--- config.mk ---
export PLATFORM = sky130hd
export DESIGN_NAME = hazard_stall_controller
export DESIGN_NICKNAME = d
export VERILOG_FILES = /design/src/rtl/pipeline_pkg.sv /design/src/rtl/sat_counter.sv /design/src/rtl/hazard_stall_controller.sv
export SDC_FILE = /design/constraint.sdc
export NUM_CORES = 1
export LEC_CHECK = 0
export BUFFER_PORTS_ARGS = -buffer_cell sky130_fd_sc_hd__buf_2
export CAP_MARGIN = 10
export CORE_MARGIN = 3
export CORE_UTILIZATION = 35
export DETAILED_ROUTE_END_ITERATION = 6
export GPL_TIMING_DRIVEN = 0
export PLACE_DENSITY_LB_ADDON = 0.15
export SKIP_LAST_GASP = 1
export SLEW_MARGIN = 15
export SYNTH_ARGS = -nofsm -noshare
export SYNTH_HDL_FRONTEND = slang
export SYNTH_SLANG_ARGS = --single-unit
--- constraint.sdc ---
create_clock -name clk -period 1.95 [get_ports clk]
set_input_delay 0.195 -clock clk [delete_from_list [all_inputs] [get_ports clk]]
set_output_delay 0.195 -clock clk [all_outputs]
set_load 0.02 [all_outputs]
--- src/rtl/pipeline_pkg.sv ---
// Shared opcode, function-code and FSM encodings for the ID/EX hazard logic.
package pipeline_pkg;

  localparam logic [3:0] OP_NOP   = 4'b0000;
  localparam logic [3:0] OP_RTYPE = 4'b0001;
  localparam logic [3:0] OP_ADDI  = 4'b0010;
  localparam logic [3:0] OP_BEQ   = 4'b0100;
  localparam logic [3:0] OP_BLT   = 4'b0101;
  localparam logic [3:0] OP_BGT   = 4'b0110;
  localparam logic [3:0] OP_LOAD  = 4'b1000;

  localparam logic [3:0] FC_ADD   = 4'b0000;
  localparam logic [3:0] FC_MUL   = 4'b0100;
  localparam logic [3:0] FC_DIV   = 4'b0101;
  localparam logic [3:0] FC_SWAP  = 4'b1111;

  typedef enum logic [1:0] {
    ST_RUN = 2'd0,
    ST_BR2 = 2'd1,
    ST_MD  = 2'd2
  } state_e;

  function automatic logic is_branch(input logic [3:0] op);
    return (op == OP_BEQ) || (op == OP_BLT) || (op == OP_BGT);
  endfunction

  // True when the ID instruction reads register r (R0 included, no hardwired zero).
  function automatic logic id_reads(input logic [3:0] r, input logic [3:0] op1,
                                    input logic [3:0] op2, input logic uses_op2);
    return (op1 == r) || (uses_op2 && (op2 == r));
  endfunction

endpackage

--- src/rtl/sat_counter.sv ---
// Up-counter that sticks at all-ones instead of wrapping.
module sat_counter #(
  parameter int CNT_W = 16
) (
  input  logic             clk,
  input  logic             rst,
  input  logic             inc,
  output logic [CNT_W-1:0] count
);

  always_ff @(posedge clk or posedge rst) begin
    if (rst) begin
      count <= '0;
    end else if (inc && (count != '1)) begin
      count <= count + CNT_W'(1);
    end
  end

endmodule

--- src/rtl/hazard_stall_controller.sv ---
// Stall/flush control for load-use, branch-on-load, taken-branch and MUL/DIV
// occupancy hazards that operand forwarding cannot resolve.
module hazard_stall_controller
  import pipeline_pkg::*;
#(
  parameter int MD_LATENCY = 4,
  parameter int CNT_W      = 16
) (
  input  logic             clk,
  input  logic             rst,
  input  logic [3:0]       id_opcode,
  input  logic [3:0]       id_op1,
  input  logic [3:0]       id_op2,
  input  logic             id_uses_op2,
  input  logic [3:0]       ex_opcode,
  input  logic [3:0]       ex_funct,
  input  logic [3:0]       ex_dest,
  input  logic [3:0]       mem_opcode,
  input  logic [3:0]       mem_dest,
  input  logic             branch_taken,
  output logic             pc_write,
  output logic             ifid_write,
  output logic             ifid_flush,
  output logic             idex_bubble,
  output logic             ex_hold,
  output logic             exmem_bubble,
  output logic [CNT_W-1:0] stall_cycles,
  output logic [CNT_W-1:0] flush_count
);

  localparam int MD_W = (MD_LATENCY > 2) ? $clog2(MD_LATENCY) : 1;
  localparam logic [MD_W-1:0] MD_LOAD = MD_W'(MD_LATENCY - 2);

  state_e          state, state_nxt;
  logic [MD_W-1:0] md_cnt, md_cnt_nxt;

  logic load_use;
  logic is_md;
  logic br2_hit;

  assign load_use = (ex_opcode == OP_LOAD) && id_reads(ex_dest, id_op1, id_op2, id_uses_op2);
  assign is_md    = (ex_opcode == OP_RTYPE) && ((ex_funct == FC_MUL) || (ex_funct == FC_DIV));
  // The load that triggered BR2 has moved to MEM; only stall if it is still there.
  assign br2_hit  = (mem_opcode == OP_LOAD) && id_reads(mem_dest, id_op1, id_op2, id_uses_op2);

  always_ff @(posedge clk or posedge rst) begin
    if (rst) begin
      state  <= ST_RUN;
      md_cnt <= '0;
    end else begin
      state  <= state_nxt;
      md_cnt <= md_cnt_nxt;
    end
  end

  always_comb begin
    pc_write     = 1'b1;
    ifid_write   = 1'b1;
    ifid_flush   = 1'b0;
    idex_bubble  = 1'b0;
    ex_hold      = 1'b0;
    exmem_bubble = 1'b0;
    state_nxt    = state;
    md_cnt_nxt   = md_cnt;

    if (rst) begin
      state_nxt  = ST_RUN;
      md_cnt_nxt = '0;
    end else begin
      unique case (state)
        ST_RUN: begin
          if (is_md) begin
            pc_write     = 1'b0;
            ifid_write   = 1'b0;
            ex_hold      = 1'b1;
            exmem_bubble = 1'b1;
            md_cnt_nxt   = MD_LOAD;
            state_nxt    = ST_MD;
          end else if (load_use) begin
            pc_write    = 1'b0;
            ifid_write  = 1'b0;
            idex_bubble = 1'b1;
            if (is_branch(id_opcode)) begin
              state_nxt = ST_BR2;
            end
          end else if (branch_taken) begin
            ifid_flush = 1'b1;
          end
        end

        ST_BR2: begin
          state_nxt = ST_RUN;
          if (br2_hit) begin
            pc_write    = 1'b0;
            ifid_write  = 1'b0;
            idex_bubble = 1'b1;
          end else if (branch_taken) begin
            ifid_flush = 1'b1;
          end
        end

        ST_MD: begin
          // Last count releases EX so the result reaches EX/MEM on the next edge.
          if (md_cnt == '0) begin
            state_nxt = ST_RUN;
            if (branch_taken) begin
              ifid_flush = 1'b1;
            end
          end else begin
            pc_write     = 1'b0;
            ifid_write   = 1'b0;
            ex_hold      = 1'b1;
            exmem_bubble = 1'b1;
            md_cnt_nxt   = md_cnt - MD_W'(1);
          end
        end

        default: begin
          state_nxt  = ST_RUN;
          md_cnt_nxt = '0;
        end
      endcase
    end
  end

  sat_counter #(.CNT_W(CNT_W)) u_stall_cnt (
    .clk   (clk),
    .rst   (rst),
    .inc   (~pc_write),
    .count (stall_cycles)
  );

  sat_counter #(.CNT_W(CNT_W)) u_flush_cnt (
    .clk   (clk),
    .rst   (rst),
    .inc   (ifid_flush),
    .count (flush_count)
  );

endmodule

* After elaboration in Yosys (flattened, before gate mapping)
Index checks and enable logic that the tools add are counted.
** Word-level totals
- Input port bits :: 36
- Register bits :: 36
- Word-level logic and storage cells :: 78
** Operators by class
- Eq/ne operators :: 22
- Multiplexer cells :: 32
- Bitwise gates (word level) :: 1
- Add/sub/neg operators :: 3
- Reduce and logical (&&, ||, !) cells :: 16
** Operators with widths (count)
- $add 16x1->16 const B :: 2
- $ne 16x16->1 const B :: 2
- $eq 4x3->1 const B :: 5
- $mux 1 :: 18
- $eq 4x4->1 :: 4
- $mux 2 :: 8
- $ne 3x3->1 const B :: 3
- $eq 4x4->1 const B :: 2
- $ne 4x4->1 const B :: 2
- $logic_and 1x1->1 :: 7
- $pmux 1 s3 :: 2
- $pmux 2 s3 :: 1
- $reduce_and 3->1 :: 2
- $logic_or 1x1->1 :: 5
- $eq 4x1->1 const B :: 1
- $logic_not 2->1 :: 2
- $pmux 1 s2 :: 2
- $pmux 2 s2 :: 1
- $eq 2x1->1 const B :: 1
- $eq 2x2->1 const B :: 1
- $ne 2x2->1 const B :: 1
- $sub 2x1->2 const B :: 1
- $not 1->1 :: 1

* Depth between registers and ports, before layout
Gate-level depths: netlist of the first run.
- Depth after elaboration :: 10
- Gate-level depth with buffers :: 10

* Hierarchy
From an unflattened synthesis of the first run, not the netlist that was laid out.
** Second synthesis, totals
- Cell total of the unflattened synthesis :: 212
- Area total of the unflattened synthesis :: 2182.1 µm²
** By module, submodules not included
- sat_counter at u_flush_cnt :: area each 805.8 µm², cells each 71, seq. area each 400.4 µm², times used 1
- sat_counter at u_stall_cnt :: area each 802.0 µm², cells each 68, seq. area each 400.4 µm², times used 1
- hazard_stall_controller :: area each 574.3 µm², cells each 73, seq. area each 100.1 µm², times used 1

* Worst setup path after synthesis of the first run
Ideal clock, no wire load.
- Path type :: register to register
- From :: register u_stall_cnt.count[0]
- To :: register u_stall_cnt.count[1]
- Required time :: 1.822 ns
- Setup time :: 0.128 ns
- Cell stages (with the launch flop) :: 8
- Arrival :: 2.082 ns
- Setup slack :: -0.259 ns
- Path through :: dfrtp_1 > ha_1 > inv_1 > or2_2 > buf_2 > o311ai_4 > buf_6 > mux2_1
** On the way
- Word-level cells in the longest chain between the ends :: 2
** Ends and longest elaborated chain
- start: declaration :: line sat_counter.sv:8 : output logic [CNT_W-1:0] count
- start signal: assignment :: line sat_counter.sv:15 : count <= count + CNT_W'(1);
- parallel branches: the longest is 2 deep, another holds $add 16x1->16
Parallel ways; which one is timed is not known.
A chain may end at the register's enable or synchronous reset.

* Worst setup path after layout of the first run
- From :: register state[1]
- To :: register u_stall_cnt.count[1]
** On the way
- Word-level cells in the longest chain between the ends :: 5
** Ends and longest elaborated chain
- start: declaration :: line hazard_stall_controller.sv:34 : state_e state, state_nxt;
- start signal: assignment :: line hazard_stall_controller.sv:51 : state <= state_nxt;
- $eq 2x2->1, or another cell as far along :: line hazard_stall_controller.sv:70 : unique case (state)
- $pmux 1 s3 * :: line hazard_stall_controller.sv:70
- $mux 1 * :: line hazard_stall_controller.sv:66 : if (rst) begin
- $not 1->1 * :: line hazard_stall_controller.sv:129 : .inc (~pc_write),
- $logic_and 1x1->1 * :: line sat_counter.sv:14 : end else if (inc && (count != '1)) begin
Every way passes the cells marked *; elsewhere a longest branch is shown, timed or not.

==> flow_summary_export.csv, run 1 <==
group,metric,value,unit
critical_path,critPathMaxStageDelay,440,ps
synth,synth_top_cell_by_area,"dfrtp_1",
clock_network,tritoncts,"done",
routing,wl_per_cell,13.8,um
global_routing,gr-total-overflow,0,
cells_and_area,nets,350,
clock_network,clkSlewWorstSetupHoldPaths,80,ps
routing,routed_wl,5300,um
routing,drc_errors,0,
clock_network,insertion_delay,290,ps
pwr,worst_ir_drop_vdd,0.390,mV
floorplanning,die_x,84.4,um
global_routing,grt_pass1_vias,1876,
global_routing,grt_pass1_wl,8910,um
timing,rsz0062_at_grt,"yes",
critical_path,path_cells,"nand2b_4 > a41o_1 > a31oi_4 > a211oi_4 > buf_4 > buf_6 > o311ai_4 > buf_6 > mux2_4",
pwr,power_density,666,nW/um^2
synth,syn_inst,212,
clock_network,cts_buffers,5,
status,violations,"negative setup slack",
clock_network,clock-sinks,36,
clock_network,root_buffer,"clkbuf_8",
timing,final_hold_viol_count,0,
cells_and_area,drive_above_1_share,50.0,%
placed_design,place_area,2680,um^2
timing,tightest_slew,505,ps
routing,drtIter0Drc,49,
synth,syn_nets,251,
global_routing,grt_max_degree,34,
floorplanning,core,5710,um^2
critical_path,cpMostUsedCell,"buf_6",
critical_path,start_kind,"flop",
status,status,"complete, but fails checks",
routing,viasPerCell,4.84,
timing,timing.hold.ws,59.2,ps
synth,avgSynthCellArea,10.1,um^2
synth,synth_cell_types,45,
critical_path,cp.arrival,2260,ps
synth,async_flop_share,100,%
critical_path,required,2120,ps
routing,vias,1860,
clock_network,cts_buffer_depth,2,
floorplanning,start_util,37.7,%
pwr,leakagePower,1.53,nW
timing,setup_ws,-138,ps
synth,synth_area,2150,um^2
routing,ant_nets,0,
placed_design,place_inst,357,
global_routing,grt_antenna_before_repair,0,
placed_design,globalplace.congestion,0.748,
critical_path,endpoint_kind,"flop",
cells_and_area,syn2layout_area_growth,44.6,%
min_path,hold_class,"input port to flop",
critical_path,worstSetupPathType,"flop to flop",
floorplanning,die_h,84.4,um
timing,fin_crit_sh,107,%
critical_path,crit_buf_inv,3,
timing,max_freq,479,MHz
critical_path,worstPathMaxFanout,6,
cells_and_area,fin_cells,384,
timing,maxSlewViolCount,0,
synth,ys_top_cells_by_count,"dfrtp_1, xor2_1, nand2_1",
synth,yosysSeqAreaShare,41.9,%
global_routing,grt_usage,15.4,%
clock_network,cts_max_level,2,
floorplanning,dieArea,7120,um^2
cells_and_area,postLayoutCellArea,3110,um^2
cells_and_area,antenna_cells,0,
run,maxCapViolations,0,
timing,fin_crit,2090,ps
critical_path,cp_slowest_cell,"dfrtp_2",
floorplanning,row_count,27,
synth,ys_ff_latch,36,
placed_design,numPortBuffers,72,
floorplanning,io_pins,74,
synth,yosys.area.top_type_share,41.9,%
timing,clock_skew,10.7,ps
routing,dr.pass1.iters,4,
timing,setup-violations-final,28,
placed_design,place_ws,-262,ps
timing,tns,-1710,ps
critical_path,cp_top_family,"compound AO/OA/AOI/OAI gates",
synth,synth.top_cells.by_area,"dfrtp_1, xor2_1, xnor2_1",
synth,ys.flop_type,"dfrtp_1",
synth,synth_edf_count,0,
timing,slew_headroom,65.9,%
synth,yosysWarnings,0,
placed_design,hpwl,3820,um
cells_and_area,n_fill_cell,534,
synth,yosysMostFrequentCell,"dfrtp_1",
-- placed cells by master, fill, tap and decap left out, drive strengths merged, types with 4 or more instances in the layout --
master / count
nor2: 14
nor4: 7
nand3: 16
clkbuf: 9
xnor2: 16
mux2: 4
nand4: 9
dfrtp: 36
buf: 97
and3: 5
xor2: 30
inv: 7
nor3: 13
nand2: 19
-- path summary, 6_finish.rpt --
check                                        endpoint  slack [ps]  cells after the start                  start
worst max register to register   u_stall_cnt.count[1]        -140                      9               state[1]
min in group asynchronous                   md_cnt[1]         400                      3                    rst
worst max-delay path             u_stall_cnt.count[1]        -140                      9               state[1]
worst min-delay path                         state[0]          60                      2           id_opcode[3]
max in group asynchronous        u_stall_cnt.count[0]        1140                      4                    rst
worst min register to register  u_flush_cnt.count[15]         490                      1  u_flush_cnt.count[15]
-- area by class of cell --
cell class	count	area (um^2)	area share, %
Multi-Input combinational cell	162	1360	43.6
Sequential cell	36	915	29.4
Timing Repair Buffer	93	572	18.4
Clock buffer	8	90.1	2.90
Tap cell	72	90.1	2.90
Buffer	6	52.6	1.69
Inverter	7	33.8	1.09
-- sequential cells by signal, indices dropped and copies added (netlist names) --
signal             count
state                  2
md_cnt                 2
u_stall_cnt.count     16
u_flush_cnt.count     16
-- logic make-up (layout without fill, tap and decap cells) --
family,after synthesis,in the layout,share of synthesized area [%]
flip-flops,36,36,41.9
adder cells (fa/ha/maj),3,3,1.75
multiplexers,4,4,2.27
AND/OR/NAND/NOR,94,94,24.7
AO/OA/AOI/OAI,15,15,6.52
XOR/XNOR,46,46,18.7
buffers and inverters,14,114,4.13
-- what timing repair did --
item | CTS | global route
hold endpoints to repair | 3 | 0
gates cloned | 1 | 0
setup buffers | 13 | 5
endpoints found under the setup margin | 31 | 37
hold buffers | 1 | 0
gates resized for setup | 28 | 14
pin swaps | 11 | 6
-- routing by layer --
layer  GRT usage (%)  share of wire (%)
met5               0                  0
met2            25.8                 51
met4            4.75                1.0
met1            19.9                 44
met3            3.34                3.8
-- power by group --
part | leakage, nW | switching [mW] | internal (mW)
clock | 0.0455 | 0.258 | 0.288
sequential | 0.455 | 0.101 | 0.830
combinational | 1.03 | 0.347 | 0.246
-- through the flow --
stage	utilization [%]	power, mW
finish	54.4	2.07
floorplan	-	1.26
global placement	46.6	1.46
global route	54.4	2.21
CTS	52.7	2.09
detailed placement	46.9	1.47
Power figures use the tool's default switching activity.
==> run 2: changes to the inputs <==
clock period = 2 ns   (was 1.95 ns; I/O delays follow)
==> run 2 against run 1 <==
  * The run still ends with negative setup slack left
  * First-iteration DRC count increased by 35%
  * Cell count decreased by 0.78%
  * Total power down 2.6%
  * Flip-flop and latch count is the same
  * Critical path depth decreased by 1
  * Final area fell by 1.7%
  * Clock skew shrank 1.9 ps
  * Combinational power fell by 4.2%
  * Global-route usage fell by 0.22 points
  * Setup slack gained 52 ps
  * Clock power is 1% lower
==> flow_summary_export.csv, run 2 (synthesis results as in run 1) <==
group,metric,value,unit
status,status,"complete, but fails checks",
critical_path,cpMostUsedCell,"buf_6",
cells_and_area,n_fill_cell,549,
timing,fin_crit,2090,ps
critical_path,path_cells,"nand2b_4 > a41o_1 > a31oi_4 > a211oi_4 > or2_1 > buf_6 > inv_8 > buf_6",
cells_and_area,seq_area,915,um^2
cells_and_area,post-route-util,53.5,%
global_routing,grt_antenna_before_repair,0,
clock_network,root_buffer,"clkbuf_8",
routing,dr.pass1.iters,4,
clock_network,cts_buffer_depth,2,
timing,setup_ws,-86.0,ps
placed_design,numPortBuffers,72,
cells_and_area,final_common_cell,"buf_2",
timing,max_freq,479,MHz
timing,rsz0062_at_grt,"yes",
global_routing,grt_usage,15.2,%
pwr,leakagePower,1.50,nW
clock_network,clock-sinks,36,
clock_network,insertion_delay,290,ps
critical_path,endpoint_kind,"primary output",
floorplanning,dieArea,7120,um^2
min_path,hold_class,"input port to flop",
placed_design,place_inst,357,
pwr,worst_ir_drop_vdd,0.332,mV
critical_path,required,1800,ps
global_routing,grt_max_degree,34,
timing,fin_crit_sh,104,%
routing,routed_wl,5320,um
critical_path,cp_top_family,"compound AO/OA/AOI/OAI gates",
routing,drtIter0Drc,66,
global_routing,gr-total-overflow,0,
placed_design,globalplace.congestion,0.748,
clock_network,cts_max_level,2,
cells_and_area,fin_cells,381,
placed_design,hpwl,3820,um
floorplanning,start_util,37.7,%
cells_and_area,multi_input_area,1330,um^2
routing,ant_nets,0,
cells_and_area,drive_above_1_share,47.9,%
critical_path,cp_slowest_cell,"dfrtp_2",
status,violations,"negative setup slack",
timing,final_hold_viol_count,0,
cells_and_area,nets,347,
pwr,power_density,660,nW/um^2
floorplanning,die_h,84.4,um
clock_network,clkSlewWorstSetupHoldPaths,80,ps
cells_and_area,final_cell_mix,"buf_2, xor2_1, dfrtp_1",
critical_path,crit_buf_inv,3,
routing,vias,1857,
run,maxCapViolations,0,
global_routing,grt_pass1_vias,1838,
critical_path,cp.arrival,1890,ps
routing,wl_per_cell,14.0,um
clock_network,tritoncts,"done",
timing,clock_skew,8.82,ps
critical_path,start_kind,"flop",
floorplanning,row_count,27,
critical_path,critPathMaxStageDelay,440,ps
floorplanning,io_pins,74,
cells_and_area,antenna_cells,0,
timing,slew_headroom,65.9,%
floorplanning,core,5710,um^2
routing,viasPerCell,4.87,
cells_and_area,syn2layout_area_growth,42.1,%
critical_path,worstSetupPathType,"flop to primary output",
clock_network,cts_buffers,5,
timing,setup-violations-final,14,
timing,tightest_slew,505,ps
routing,drc_errors,0,
cells_and_area,top_regs,"u_flush_cnt.count (16), u_stall_cnt.count (16)",
critical_path,worstPathMaxFanout,6,
global_routing,grt_pass1_wl,8760,um
floorplanning,die_x,84.4,um
placed_design,place_ws,-217,ps
timing,maxSlewViolCount,0,
==> run 2: cell type report <==
cell class                      instances  share of cell area [%]
Timing Repair Buffer                   90                    17.9
Tap cell                               72                    2.95
Sequential cell                        36                    29.9
Multi-Input combinational cell        162                    43.5
Inverter                                7                    1.11
Clock buffer                            8                    2.95
Buffer                                  6                    1.72
==> run 2: report_power, final <==
group | leakage (nW) | internal, mW | switching [mW]
Sequential | 0.455 | 0.809 | 0.102
Clock | 0.0455 | 0.281 | 0.258
Combinational | 0.998 | 0.238 | 0.328
Total | 1.50 | 1.33 | 0.688
==> run 2: per-stage QoR <==
stage | setup TNS, ps | instance area (um^2) | total power [mW] | hold slack [ps]
detailed placement | -1980 | 2680 | 1.43 | 153
CTS | -1310 | 2920 | 2.01 | 58.5
floorplan | 0 | 2210 | 1.23 | 266
global route | -3200 | 3050 | 2.14 | 54.0
global placement | -1390 | 2660 | 1.42 | 375
finish | -616 | 3050 | 2.02 | 64.0
==> run 2: what timing repair did <==
action,CTS,global route
gates resized for setup,15,20
endpoints found under the setup margin,26,36
buffers inserted,10,5
endpoints found under the hold margin,3,0
cloned,1,0
pin swaps,8,7
hold buffers,1,0
==> run 2: worst paths after layout <==
| kind | from | to | slack [ps] | depth (start not counted) |
|---|---|---|---|---|
| setup / recovery | state[1] | ifid_flush | -90 | 8 |
| hold / removal | id_opcode[3] | state[0] | 60 | 2 |
| setup reg to reg | state[1] | u_flush_cnt.count[10] | -70 | 9 |
| hold reg to reg | u_flush_cnt.count[15] | u_flush_cnt.count[15] | 490 | 1 |
| max in group asynchronous | rst | u_stall_cnt.count[0] | 1180 | 4 |
| min in group asynchronous | rst | md_cnt[1] | 410 | 3 |
==> run 2: routing by layer <==
metal  GRT usage, %  vias to the layer above  wire [um]  part of all wire, %
met2           25.1                       37       2710                   51
met3           3.43                        5        204                  3.8
met4           4.75                        0         51                 0.96
met1           19.7                      880       2360                   44
li1               -                      935          -                    -
met5              0                        -          0                    0
